File: src/rtl/gb_instr_issuer.sv
// gb_instr_issuer: buffers (instruction, operand) pairs pushed by a host and
// issues them to the gbprocessor ALU one at a time. It samples the processor
// probe a fixed LAT cycles after each issue and hands the value back through
// a result handshake.
// Optional feature: define GB_ISSUER_CNT_EN to add the 16-bit issued_cnt
// port and its counter.
module gb_instr_issuer #(
  parameter int INSTR_W = 8,
  parameter int DATA_W  = 8,
  parameter int PROBE_W = 8,
  parameter int DEPTH   = 8,
  parameter int LAT     = 1
) (
  input  logic                       clock,
  input  logic                       reset,
  input  logic                       push_valid,
  input  logic [INSTR_W-1:0]         push_instr,
  input  logic [DATA_W-1:0]          push_data,
  output logic                       push_ready,
  output logic [INSTR_W-1:0]         instruction,
  output logic [DATA_W-1:0]          data_out,
  output logic                       valid,
  input  logic [PROBE_W-1:0]         probe,
  output logic                       res_valid,
  output logic [PROBE_W-1:0]         res_data,
  input  logic                       res_ready,
  output logic [$clog2(DEPTH+1)-1:0] level
`ifdef GB_ISSUER_CNT_EN
  ,
  output logic [15:0]                issued_cnt
`endif
);

  localparam int PTR_W  = $clog2(DEPTH);
  localparam int LVL_W  = $clog2(DEPTH+1);
  localparam int WAIT_W = 4;

  typedef enum logic [1:0] {
    IDLE  = 2'd0,
    ISSUE = 2'd1,
    WAIT  = 2'd2,
    HOLD  = 2'd3
  } state_t;

  state_t state;
  state_t next_state;

  logic [INSTR_W-1:0] fifo_instr [DEPTH];
  logic [DATA_W-1:0]  fifo_data  [DEPTH];
  logic [PTR_W-1:0]   wr_ptr;
  logic [PTR_W-1:0]   rd_ptr;
  logic [WAIT_W-1:0]  wait_cnt;

  logic fifo_empty;
  logic wr_en;
  logic pop_en;

  // push_ready follows the registered occupancy, so a pop only frees a slot
  // for the host in the following cycle.
  assign fifo_empty = (level == '0);
  assign push_ready = (level != LVL_W'(DEPTH));
  assign wr_en      = push_valid && push_ready;

  // valid and res_valid are pure decodes of the state register, so an
  // asynchronous reset clears them immediately.
  assign valid     = (state == ISSUE);
  assign res_valid = (state == HOLD);

  // Next-state decode; the FIFO pops on every transition into ISSUE.
  always_comb begin
    next_state = state;
    pop_en     = 1'b0;
    case (state)
      IDLE: begin
        if (!fifo_empty) begin
          next_state = ISSUE;
          pop_en     = 1'b1;
        end
      end
      ISSUE: begin
        next_state = WAIT;
      end
      WAIT: begin
        if (wait_cnt == '0) begin
          next_state = HOLD;
        end
      end
      HOLD: begin
        if (res_ready) begin
          if (!fifo_empty) begin
            next_state = ISSUE;
            pop_en     = 1'b1;
          end else begin
            next_state = IDLE;
          end
        end
      end
      default: begin
        next_state = IDLE;
      end
    endcase
  end

  // State register.
  always_ff @(posedge clock or negedge reset) begin
    if (!reset) begin
      state <= IDLE;
    end else begin
      state <= next_state;
    end
  end

  // Wait counter: loaded during ISSUE so WAIT spans exactly LAT cycles.
  always_ff @(posedge clock or negedge reset) begin
    if (!reset) begin
      wait_cnt <= '0;
    end else if (state == ISSUE) begin
      wait_cnt <= WAIT_W'(LAT - 1);
    end else if ((state == WAIT) && (wait_cnt != '0)) begin
      wait_cnt <= wait_cnt - WAIT_W'(1);
    end
  end

  // Capture the processor probe on the last WAIT cycle; held through HOLD.
  always_ff @(posedge clock or negedge reset) begin
    if (!reset) begin
      res_data <= '0;
    end else if ((state == WAIT) && (wait_cnt == '0)) begin
      res_data <= probe;
    end
  end

  // Operation registers take the FIFO head on pop and hold it afterwards.
  always_ff @(posedge clock or negedge reset) begin
    if (!reset) begin
      instruction <= '0;
      data_out    <= '0;
    end else if (pop_en) begin
      instruction <= fifo_instr[rd_ptr];
      data_out    <= fifo_data[rd_ptr];
    end
  end

  // FIFO storage; contents need no reset since the pointers define validity.
  always_ff @(posedge clock) begin
    if (wr_en) begin
      fifo_instr[wr_ptr] <= push_instr;
      fifo_data[wr_ptr]  <= push_data;
    end
  end

  // FIFO pointers and occupancy; pointers wrap naturally as DEPTH is 2^PTR_W.
  always_ff @(posedge clock or negedge reset) begin
    if (!reset) begin
      wr_ptr <= '0;
      rd_ptr <= '0;
      level  <= '0;
    end else begin
      if (wr_en) begin
        wr_ptr <= wr_ptr + PTR_W'(1);
      end
      if (pop_en) begin
        rd_ptr <= rd_ptr + PTR_W'(1);
      end
      case ({wr_en, pop_en})
        2'b10:   level <= level + LVL_W'(1);
        2'b01:   level <= level - LVL_W'(1);
        default: level <= level;
      endcase
    end
  end

`ifdef GB_ISSUER_CNT_EN
  logic [15:0] issued_cnt_q;

  // Count one per ISSUE cycle; wraps from 0xFFFF to 0x0000.
  always_ff @(posedge clock or negedge reset) begin
    if (!reset) begin
      issued_cnt_q <= '0;
    end else if (state == ISSUE) begin
      issued_cnt_q <= issued_cnt_q + 16'd1;
    end
  end

  assign issued_cnt = issued_cnt_q;
`endif

endmodule

File: config.mk
export PLATFORM = sky130hd
export DESIGN_NAME = gb_instr_issuer
export DESIGN_NICKNAME = d
export VERILOG_FILES = /design/src/rtl/gb_instr_issuer.sv
export SDC_FILE = /design/constraint.sdc
export NUM_CORES = 1
export LEC_CHECK = 0
export CAP_MARGIN = 30
export CORE_UTILIZATION = 26
export CTS_BUF_LIST = sky130_fd_sc_hd__clkbuf_16
export CTS_CLUSTER_DIAMETER = 100
export DETAILED_ROUTE_END_ITERATION = 12
export GPL_ROUTABILITY_DRIVEN = 0
export PLACE_DENSITY = 0.39
export SYNTH_ARGS = -nofsm -noshare
export SYNTH_HDL_FRONTEND = slang
export SYNTH_SLANG_ARGS = --single-unit
File: constraint.sdc
create_clock -name clock -period 4 [get_ports clock]
set_clock_uncertainty 0.05 [all_clocks]
set_input_delay 0.8 -clock clock [delete_from_list [all_inputs] [get_ports clock]]
set_output_delay 0.8 -clock clock [all_outputs]
set_load 0.02 [all_outputs]
# == Word-level counts from Yosys, hierarchy flattened ==
# Memories as Yosys holds them, arrays and structs flattened. A register that Yosys moved wholly into a read port is not among the register bits.
# Index checks and enable logic that the tools add are counted.
# totals
ff_bits,24
latch_bits,0
ramBits,128
mem_bits_ro,0
in_bits,28
output_inout_bits,31
elab_cells,47
memories,2
# op_classes
addsub,5
n_mul,0
div_mod_pow,0
n_lt_le_gt_ge,0
eq_ne,9
shifts,0
n_mux,13
bitwise_logic,0
reduce_logical,12
# mem_list
memory,depth,word_bits,rd,rd_ports_with_merged_regs,write_ports,line,rtl
fifo_data,8,8,1,1,1,49,logic [DATA_W-1:0] fifo_data [DEPTH];
fifo_instr,8,8,1,1,1,48,logic [INSTR_W-1:0] fifo_instr [DEPTH];
# op_table
operator,count
$logic_not A4 Y1,2
$mux W4,2
$pmux W2 S4,1
$pmux W4 S2,1
$sub A4 B1 Y4 const B,2
$add A3 B1 Y3 const B,2
$eq A2 B2 Y1 const B,3
$mux W2,3
$mux W1,5
$add A4 B1 Y4 const B,1
$eq A2 B1 Y1 const B,2
$ne A2 B1 Y1 const B,2
$ne A4 B4 Y1 const B,1
$reduce_bool A2 Y1,2
$reduce_bool A4 Y1,1
$logic_and A1 B1 Y1,3
$reduce_and A3 Y1,1
$logic_not A1 Y1,2
$logic_not A2 Y1,1
$ne A2 B2 Y1 const B,1
$pmux W1 S2,1

# == Longest topological paths before layout ==
# logic_depth
depth_word,6
mapped_depth,11
mapped_depth_nobuf,10

# == Worst setup path after synthesis ==
# Ideal clock, no wire load.
# synth_timing
kind,reg2reg
startpoint,register level[0]
endpoint,memory fifo_data[0][0] (enable)
setup_time_ns,0.409
arrival_ns,2.364
required_ns,3.541
slack_ns,1.177
stages_incl_launch_ff,5
n_path_buf,0
period_less_slack_ns,2.823
cell_sequence,dfrtp_1 -> or4b_4 -> nand2_1 -> or2_2 -> nor3_1
# synth_via
elab_chain_len,4
# synth_lines
element,line,rtl
"start, declared",27,output logic [$clog2(DEPTH+1)-1:0] level
"start signal, assigned",166,2'b10: level <= level + LVL_W'(1);
"start signal, assigned",167,2'b01: level <= level - LVL_W'(1);
"start signal, assigned",168,default: level <= level;
$ne A4 B4 Y1,61,assign push_ready = (level != LVL_W'(DEPTH));
net push_ready,19,"output logic push_ready,"
$logic_and A1 B1 Y1,62,assign wr_en = push_valid && push_ready;
$mux W1,146,if (wr_en) begin
$mux W1 (implied by the code),148,fifo_data[wr_ptr] <= push_data;
"end, declared",49,
# The timed path passes the listed nets, and every way through them passes these cells.

# == Worst setup path after layout ==
# layout_timing
startpoint,register level[0]
endpoint,output push_ready
# layout_via
elab_chain_len,1
# layout_lines
element,line
$ne A4 B4 Y1,61
"end, declared",19
# Every way passes these cells.

==> metrics list <==
- Run status: complete, no violations
- In the final routed layout, each cell accounts on average for ~18 um.
- Once the floorplan was initialized, standard cells occupied 26.5% of the core.
- Maximum number of buffers from clock root to sink: 2
* Core box area: 25300 um^2
- Wire length of the first global-routing pass: 21600 um
- Filler-free cell count of the finished design: 780
- In the routed design, unresolved DRC markers number 0.
- Largest cells by area after synthesis: sky130_fd_sc_hd__edfxtp_1 57%, sky130_fd_sc_hd__dfrtp_1 15%, sky130_fd_sc_hd__mux4_2 11%
- Vias in the first global route: 3609
* Net count of the finished layout: 479
- Die Outline Area: 26400 um^2
* DIE WIDTH: 163 um
- The synthesized design devotes to its leading area cell type 57.4% of total area.
- Most common flop cell mapped by yosys: sky130_fd_sc_hd__edfxtp_1
- Of all cell types, the one taking the most synthesized area is sky130_fd_sc_hd__edfxtp_1.
* Transition time at the pin with the least slew margin: slightly above 700 ps
- Type of element launching the critical path: flip-flop
- Setup repair after global routing missed its margin: false
- The mapped netlist covers 6700 um^2.
* Total count of max-transition violations in the final report: 0
- Sequential cells were found to cover between 70% and 80% of the synthesized design area.
- The H-tree was split into 4 levels.
- Syn Nets: 400
* Number of warnings printed during yosys synthesis: 0
- Power spread over the standard cell area amounts to roughly 760 nW/um^2.
- Type of element capturing the critical path: output pin
- In this run, synthesis produced a sequential element count of 168.
- FF-to-FF End: level[3]
* Total wire length after detailed routing: 13900 um
- Counting flops with an async set or reset pin after synthesis yields a share of 23.8%.
- The routed layout has between 3000 and 4000 vias.
- Counting tap cells, the placed design contains a total of 748 instances.
* Post-cts repair resize count: 0
- Overall Global Routing Usage: between 10% and 20%
- The synthesized design contains 128 enable-type register cells.
- The setup check on the worst reg-to-reg path leaves a slack of 1350 ps.
- After layout, the minimum clock period comes to 2880 ps.
* Syn-to-layout area delta: 24.6%
* Antenna-violating nets left: 0
- For the worst setup path, the data arrival time is 2030 ps.
- Share of layout cells above drive strength 1: ~22%
- In this run the worst path has a maximum fanout of 6.
- The first detailed-routing pass ran for 4 iterations.
* TritonCTS clock tree: yes
- Fraction of the cycle the final worst path needs: 71.9%
* Avg Synthesized Cell Area: roughly 19 um^2
- The initialized floorplan defines 58 standard-cell rows.
- Achievable frequency: roughly 350 MHz
* Static Leakage: 0.00289 uW
* Pin count of the biggest net entering global routing: 36
* Worst-case vdd ir drop: 305 uV
* Number of top-level pins: 59
* Count of different cell masters after synthesis: 38
- Post-CTS setup-driven buffer insertion count: 0
* PortBufs: 58
- Setup violations remaining at the end of the flow were counted as 0.
* Initial antenna violation count: 1
- For this run the aggregate overflow at the end of global routing stands at 0.
- Final Hold Viols: 0
- The tightest hold path in the finished design has a slack of 346 ps.
* R2r startpoint: level[0]
- The number of cells on the worst reg-to-reg path is 7.
* Required @ worst endpoint: 3150 ps
- The setup path with the least slack is of type reg2out.
- Estimated wirelength of the detail-placed design: 8640 um
* Detailed Route Iter0 Violations: ~190
- The floorplan step set the die height to 163 um.
* Hold-fix buffers, CTS: 0
* Total negative slack for setup checks: 0 ps
- The path class of the tightest hold or removal check is in2async.
* Max_slew headroom: 52.8%
- The clock net in this run drives a total of 168 sinks.
- The cell sitting at the root of the clock tree is a sky130_fd_sc_hd__clkbuf_16.
- Number of clock buffers inserted by TritonCTS: 17
- Final antenna diode count: 0
- The clock reaches the later pin of the worst-skew pair after 420 ps.
- In the routed layout, each cell is associated on average with a via count of 4.34.
- Clock-pin slew on the worst setup and hold paths: 60 ps
- Max-cap viol count: 0
- Synthesis produced 359 cells.
[layer usage]
layer / up-vias / GRT usage (%) / share of wire, %
li1: 1551 / - / -
met1: 1751 / 15.1 / 47
met2: 69 / 18.1 / 48
met3: 12 / 2.95 / 4.2
met4: 2 / 3.39 / 1.1
met5: - / 0 / 0.072
[registers in the layout, indices dropped and copies added, names as in the netlist]
name,cells
data_out,8
fifo_data,64
fifo_instr,64
instruction,8
level,4
rd_ptr,3
res_data,8
state,2
wait_cnt,4
wr_ptr,3
[cell usage in the layout, fill, tap and decap left out, types with 12 or more instances in the layout]
cell type,instances
sky130_fd_sc_hd__a21oi_1,20
sky130_fd_sc_hd__buf_4,16
sky130_fd_sc_hd__clkbuf_16,17
sky130_fd_sc_hd__clkdlybuf4s50_1,57
sky130_fd_sc_hd__dfrtp_1,38
sky130_fd_sc_hd__edfxtp_1,128
sky130_fd_sc_hd__ha_1,12
sky130_fd_sc_hd__inv_1,14
sky130_fd_sc_hd__mux2i_1,17
sky130_fd_sc_hd__mux4_2,32
sky130_fd_sc_hd__nor2_1,25
[Yosys cell counts, drive strengths merged, types with 5 or more instances]
cell type	instances
a21oi	20
mux2	10
nor3	5
mux2i	17
dfrtp	40
o21ai	5
edfxtp	128
inv	10
buf	12
ha	12
nand2	9
mux4	32
nor2	26
[logic make-up after synthesis]
family / count (synthesis) / share of synthesized area (%)
compound gates: 28 / 2.52
xor+xnor: 8 / 1.05
fa+ha+maj: 13 / 2.54
buf+inv: 25 / 1.81
flops: 168 / 72.3
mux: 59 / 15.0
simple gates: 58 / 4.78
[how the worst max path moves through the flow]
stage / startpoint / to / slack [ps] / cells after the start
after floorplan: level[0] / fifo_data[0][0] / 1180 / 4
after global placement: push_valid / fifo_data[0][4] / 1000 / 5
after detailed placement: res_ready / level[3] / 970 / 8
after CTS: level[1] / push_ready / 1090 / 2
after global routing: level[1] / push_ready / 1060 / 2
final: level[0] / push_ready / 1120 / 2
[worst max-delay path, stage by stage, from the launching register on]
cell and delay [ps]:
sky130_fd_sc_hd__dfrtp_1 470, sky130_fd_sc_hd__or4b_4 590, sky130_fd_sc_hd__clkdlybuf4s50_1 560
[report_power, final]
part           leakage [uW]  internal, uW  switching [uW]
registers           0.00163          2280             299
clock network      0.000290           975             659
logic              0.000973          1060            1080
[cell type report]
cell class                 instances  area [um^2]
multi-input combinational        166         1740
clock buffer                      17          425
inverter                          10         37.5
fill                            2436        16900
timing repair buffer              75          723
tap                              330          413
clock inverter                    14          160
sequential                       168         4850
[metrics by stage]
stage	total power (uW)	setup slack, ps	area, um^2	utilization (%)
2_1_floorplan	3970	1180	6700	-
3_3_place_gp	4770	998	7740	30.6
5_1_grt	6750	1060	8350	33.1
3_5_place_dp	4800	974	7740	30.6
6_report	6360	1120	8350	33.1
4_1_cts	6460	1090	8320	33.0
No activity file was read; power rests on OpenSTA's default activity.
